--- src/rtl/axis_burst_argmax.sv ---
`default_nettype none
//==============================================================================
// Module      : axis_burst_argmax
// Description : Per-burst, per-channel peak locator. Computes |I|+|Q| for
//               every complex sample of a fixed-length AXI-stream burst,
//               tracks the first occurrence of the largest magnitude per
//               channel and emits one summary beat per burst carrying the
//               peak index/magnitude per lane, a sequence number and a
//               framing-error flag.
// Revision    : 1.0 - initial release
//==============================================================================
module axis_burst_argmax #(
    parameter int NUM_CHANNELS  = 4,
    parameter int CHANNEL_WIDTH = 32,
    parameter int BURST_LENGTH  = 32,
    parameter int SEQ_WIDTH     = 16
) (
    input  logic                                  clk,
    input  logic                                  rst_n,
    input  logic                                  s_axis_tvalid,
    output logic                                  s_axis_tready,
    input  logic [NUM_CHANNELS*CHANNEL_WIDTH-1:0] s_axis_tdata,
    input  logic                                  s_axis_tlast,
    output logic                                  m_axis_tvalid,
    input  logic                                  m_axis_tready,
    output logic [NUM_CHANNELS*CHANNEL_WIDTH-1:0] m_axis_tdata,
    output logic [SEQ_WIDTH-1:0]                  m_axis_tseq,
    output logic                                  m_axis_terr
);

    localparam int HW          = CHANNEL_WIDTH / 2;
    localparam int MAG_WIDTH   = HW + 1;
    localparam int COUNT_WIDTH = $clog2(BURST_LENGTH);

    // Index of the final beat of a correctly framed burst
    localparam logic [COUNT_WIDTH-1:0] c_last_idx = COUNT_WIDTH'(BURST_LENGTH - 1);

    // Beat position and burst sequence state
    logic [COUNT_WIDTH-1:0] r_cnt;
    logic [SEQ_WIDTH-1:0]   r_seq;

    // Running per-lane peak trackers
    logic [NUM_CHANNELS-1:0][MAG_WIDTH-1:0]   r_max_mag;
    logic [NUM_CHANNELS-1:0][COUNT_WIDTH-1:0] r_max_idx;

    // Registered summary beat
    logic                                  r_m_tvalid;
    logic [NUM_CHANNELS*CHANNEL_WIDTH-1:0] r_m_tdata;
    logic [SEQ_WIDTH-1:0]                  r_m_tseq;
    logic                                  r_m_terr;

    // Combinational per-beat results
    logic                                     w_accept;
    logic                                     w_first;
    logic                                     w_last_pos;
    logic                                     w_close;
    logic [NUM_CHANNELS-1:0][MAG_WIDTH-1:0]   w_mag;
    logic [NUM_CHANNELS-1:0]                  w_take;
    logic [NUM_CHANNELS-1:0][MAG_WIDTH-1:0]   w_new_mag;
    logic [NUM_CHANNELS-1:0][COUNT_WIDTH-1:0] w_new_idx;
    logic [NUM_CHANNELS*CHANNEL_WIDTH-1:0]    w_summary;

    // Input only stalls while a summary is held and not being read
    assign s_axis_tready = ~r_m_tvalid | m_axis_tready;
    assign w_accept      = s_axis_tvalid & s_axis_tready;
    assign w_first       = (r_cnt == '0);
    assign w_last_pos    = (r_cnt == c_last_idx);
    // Either an early tlast or reaching the final position closes the burst
    assign w_close       = w_accept & (s_axis_tlast | w_last_pos);

    for (genvar n = 0; n < NUM_CHANNELS; n++) begin : g_lane
        logic [HW-1:0] w_i;
        logic [HW-1:0] w_q;
        logic [HW-1:0] w_abs_i;
        logic [HW-1:0] w_abs_q;

        assign w_i = s_axis_tdata[n*CHANNEL_WIDTH      +: HW];
        assign w_q = s_axis_tdata[n*CHANNEL_WIDTH + HW +: HW];

        // Two's-complement negate; the most negative value maps to 2^(HW-1),
        // which still fits as an unsigned HW-bit number
        assign w_abs_i = w_i[HW-1] ? (~w_i + HW'(1)) : w_i;
        assign w_abs_q = w_q[HW-1] ? (~w_q + HW'(1)) : w_q;

        assign w_mag[n] = {1'b0, w_abs_i} + {1'b0, w_abs_q};

        // Beat 0 loads unconditionally; later beats need a strictly larger
        // magnitude so the earliest index wins ties
        assign w_take[n]    = w_first | (w_mag[n] > r_max_mag[n]);
        assign w_new_mag[n] = w_take[n] ? w_mag[n] : r_max_mag[n];
        assign w_new_idx[n] = w_take[n] ? r_cnt    : r_max_idx[n];

        // Lane layout: magnitude in the low bits, index above, zero fill
        assign w_summary[n*CHANNEL_WIDTH +: CHANNEL_WIDTH] =
            CHANNEL_WIDTH'({w_new_idx[n], w_new_mag[n]});
    end

    // Beat counter: advances per accepted beat, returns to 0 on every close
    always_ff @(posedge clk or negedge rst_n) begin
        if (!rst_n) begin
            r_cnt <= '0;
        end else if (w_accept) begin
            if (w_close) begin
                r_cnt <= '0;
            end else begin
                r_cnt <= r_cnt + COUNT_WIDTH'(1);
            end
        end
    end

    // Peak trackers follow every accepted beat, including the closing one
    always_ff @(posedge clk or negedge rst_n) begin
        if (!rst_n) begin
            r_max_mag <= '0;
            r_max_idx <= '0;
        end else if (w_accept) begin
            r_max_mag <= w_new_mag;
            r_max_idx <= w_new_idx;
        end
    end

    // Summary register and sequence counter; a close in the same cycle as a
    // read reloads the register so valid stays high
    always_ff @(posedge clk or negedge rst_n) begin
        if (!rst_n) begin
            r_m_tvalid <= 1'b0;
            r_m_tdata  <= '0;
            r_m_tseq   <= '0;
            r_m_terr   <= 1'b0;
            r_seq      <= '0;
        end else if (w_close) begin
            r_m_tvalid <= 1'b1;
            r_m_tdata  <= w_summary;
            r_m_tseq   <= r_seq;
            r_m_terr   <= s_axis_tlast ^ w_last_pos;
            r_seq      <= r_seq + SEQ_WIDTH'(1);
        end else if (r_m_tvalid && m_axis_tready) begin
            r_m_tvalid <= 1'b0;
        end
    end

    assign m_axis_tvalid = r_m_tvalid;
    assign m_axis_tdata  = r_m_tdata;
    assign m_axis_tseq   = r_m_tseq;
    assign m_axis_terr   = r_m_terr;

endmodule
`default_nettype wire
--- config.mk ---
export PLATFORM = sky130hd
export DESIGN_NAME = axis_burst_argmax
export DESIGN_NICKNAME = d
export VERILOG_FILES = /design/src/rtl/axis_burst_argmax.sv
export SDC_FILE = /design/constraint.sdc
export NUM_CORES = 1
export LEC_CHECK = 0
export CAP_MARGIN = 40
export CORE_MARGIN = 10
export CORE_UTILIZATION = 58
export DETAILED_ROUTE_END_ITERATION = 16
export PLACE_DENSITY = 0.86
export SLEW_MARGIN = 20
export SYNTH_ARGS = -nofsm -noshare
export SYNTH_HDL_FRONTEND = slang
export SYNTH_SLANG_ARGS = --single-unit
--- constraint.sdc ---
create_clock -name clk -period 8 [get_ports clk]
set_input_delay 1.6 -clock clk [delete_from_list [all_inputs] [get_ports clk]]
set_output_delay 1.6 -clock clk [all_outputs]
set_load 0.02 [all_outputs]
==> run_results.csv <==
group,metric,value,unit
yosys,synth-compound-area-share,18.56,%
clocking,cts_made_buffers,23,
yosys,synth_top_cell_area_share,32.69,%
yosys,dominantRegCellSynth,"dfrtp_1",
clocking,clock-sinks,215,
power,switching_share,42.27,%
worst_setup_path,worstSetupEndpointType,"flip-flop",
yosys,synthCells,1861,
worst_setup_path,start_kind,"input port",
route,ant_nets,0,
finish,drive_above_1_share,6.091,%
yosys,avgSynthCellArea,8.844,sq um
timing,setup_viol,0,
finish,antenna_cells,0,
placement,io_buffers,239,
clocking,clk_pin_slew,60,ps
power,pwr-share-comb,54.5,%
yosys,syn_area,16460,sq um
global_route,grt_pass1_vias,14510,
yosys,yosysWarnings,0,
clocking,cts.path.max_buffers,3,
yosys,synth-xor-area-share,8.780,%
finish,fillerInstances,2099,
finish,multi_input_area,10220,sq um
yosys,netlist_top_cells_count,"249 x nand2_1, 215 x dfrtp_1, 175 x o21ai_0",
power,p_per_area,319.2,nW/um^2
timing,post-route-min-period,6943,ps
clocking,cts_tree,"done",
timing,worst_slew_pin_slew,881.0,ps
worst_setup_path,critPathKind,"in -> reg",
finish,nets,2352,
timing,hold_viol,0,
finish,syn_to_final_growth,20.57,%
route,drc,0,
placement,gp_congestion,0.9032,
die,io_pins,280,
power,pwr-share-clk,17.1,%
clocking,hold_buffers,0,
yosys,synth.distinct_cells,75,
yosys,synth_edf_count,0,
power,p_int,3.657,mW
global_route,grt_usage,23.95,%
finish,final-seq-area,5380,sq um
yosys,synthAdderAreaFrac,11.51,%
clocking,post_cts_buffers,0,
worst_hold_path,hold_depth,2,
worst_setup_path,crit_fanout,13,
timing,setup_tns,0,ps
placement,dp_hpwl,34410,um
die,std_cell_rows,61,
placement,placedInstanceArea,19030,sq um
status,outcome,"complete, no violations",
yosys,yosysMostFrequentCell,"nand2_1",
timing,fmax,0.1440,GHz
worst_setup_path,cp.required,8460,ps
die,die_w,188.5,um
clocking,cts_resized,0,
yosys,ys_ff_latch,215,
timing,skew,24.77,ps
route,wire_per_inst,18.00,um
timing,rsz0062_at_grt,"false",
yosys,synth_top_family_by_area,"compound AO/OA/AOI/OAI gates",
yosys,yosys.area_share.simple,15.05,%
yosys,ys_async_sr_fraction,100.0,%
clocking,insertion_delay,540,ps
timing,max_slew_margin,41.07,%
die,die_y,188.5,um
timing,min_period_over_period,86.79,%
global_route,antenna_found_initial,0,
global_route,overflow,0,
power,ir_drop,0.2392,mV
power,p_seq_share,28.4,%
die,initial_core_util,59.08,%
power,total_power,6.335,mW
yosys,yosysSeqAreaShare,32.69,%
worst_setup_path,reg2reg_depth,11,
route,via_count,14380,
power,power_switching,2.678,mW
worst_setup_path,critical_path_arrival,7400,ps
route,viasPerCell,5.839,
die,die_area,35520,sq um
flow_run,drv_cap,0,
yosys,synth_top_cell_by_area,"dfrtp_1",
power,p_leak,9.023,nW
route,routed_wl,44330,um
route,dr.pass1.iters,5,
clocking,cts_root_buf,"clkbuf_16",
timing,drv_slew,0,
global_route,grt_first_pass_wirelength,72360,um
route,drtIter0Drc,894,
yosys,synth_area_leaders,"dfrtp_1 33%, ha_1 11%, xnor2_1 7.7%",
global_route,grt_max_degree,91,
worst_hold_path,hold_class,"reg -> reg",
yosys,synth.mux.area_fraction,7.108,%
clocking,htreeDepth,1,
finish,final_design_area_no_fill,19850,sq um
die,core,27860,sq um
## path summary, 6_finish.rpt
check,start,endpoint,slack (ps)
max,s_axis_tdata[16],r_max_mag[10]$_DFFE_PN0P_,1060
min,m_axis_tseq[15]$_DFFE_PN0P_,m_axis_tseq[15]$_DFFE_PN0P_,480
max reg2reg,r_cnt[0]$_DFFE_PN0P_,m_axis_tdata[15]$_DFFE_PN0P_,4640
min reg2reg,m_axis_tseq[15]$_DFFE_PN0P_,m_axis_tseq[15]$_DFFE_PN0P_,480
max in group asynchronous,rst_n,m_axis_tdata[69]$_DFFE_PN0P_,5850
min in group asynchronous,rst_n,m_axis_tdata[16]$_DFFE_PN0P_,1070
## cells by family after synthesis
logic type,count (synthesis)
compound gates,479
mux,110
buf+inv,221
simple gates,521
other cells,1
xor+xnor,165
flops,215
fa+ha+maj,149
## critical path, cell delays in order
cell             delay, ps
clkdlybuf4s50_1        460
inv_1                  110
ha_1                   200
nand2_1                 90
or3_1                  360
or2_2                  300
o41ai_1                360
xnor2_1                120
ha_1                   400
and4_1                 240
a221oi_1               410
o21ai_0                280
ha_1                   360
nand4_1                130
or4_1                  600
a31o_2                 270
a31oi_4                160
and2_1                 490
buf_4                  280
nand2_1                 70
o21ai_0                 90
## stage by stage
step           utilization [%]  hold WS [ps]  worst slack [ps]  cells
2_1_floorplan                -         445.4              1520   1900
5_1_grt                  71.24         504.4             692.8   2463
6_report                 71.24         477.3              1057   2463
4_1_cts                  71.04         481.6              1076   2461
3_5_place_dp             68.32         466.9             538.1   2421
3_3_place_gp             68.17         458.8             660.7   2419
## layer usage
metal  wire length (um)  global-route usage [%]
met3               2376                   3.637
met4               1164                   7.143
met1              18840                   29.71
met2              21940                   42.01
met5                  0                       0
## power groups by stage
stage          Clock (mW)  Combinational (mW)  Sequential [mW]
4_1_cts              1.09                3.45             1.80
6_report             1.08                3.45             1.80
2_1_floorplan           0                2.09             1.95
5_1_grt              1.14                3.80             1.85
3_3_place_gp            0                3.28             1.79
3_5_place_dp            0                3.41             1.81
## placed cells by master (no fill, tap or decap), types with 14 or more instances in the layout
master           netlist  final
o21a_1                16     16
a21o_1                42     42
nand3_1               34     34
nand2b_1              30     29
xor2_1                21     21
clkbuf_16              0     23
dfrtp_1              215    215
o41ai_1               18     18
o21ai_0              175    175
nor3_1                21     21
nor2_1                72     70
nand4_1               21     21
mux2i_1               61     61
a21oi_1               91     91
clkdlybuf4s50_1        0    238
buf_4                 47     16
nand2_1              249    249
mux2_2                46     46
a211oi_1              14     14
ha_1                 145    145
o31ai_1               35     35
inv_1                107    107
xnor2_1              144    144
conb_1                 1     40
nor4_1                14     14
## final cells by class
type | instances | area share, %
repair buffers | 259 | 13.18
well taps | 378 | 2.383
flip-flops and latches | 215 | 27.11
clock buffers | 33 | 3.291
clock inverters | 7 | 0.5233
inverters | 107 | 2.024
multi-input cells | 1464 | 51.49
## sequential cells by signal, indices dropped and copies added, names as in the netlist
register,count
m_axis_tdata,88
r_max_mag,68
r_max_idx,20
m_axis_tseq,16
r_seq,16
r_cnt,5
m_axis_terr,1
m_axis_tvalid,1
(Power assumes the default switching activity.)
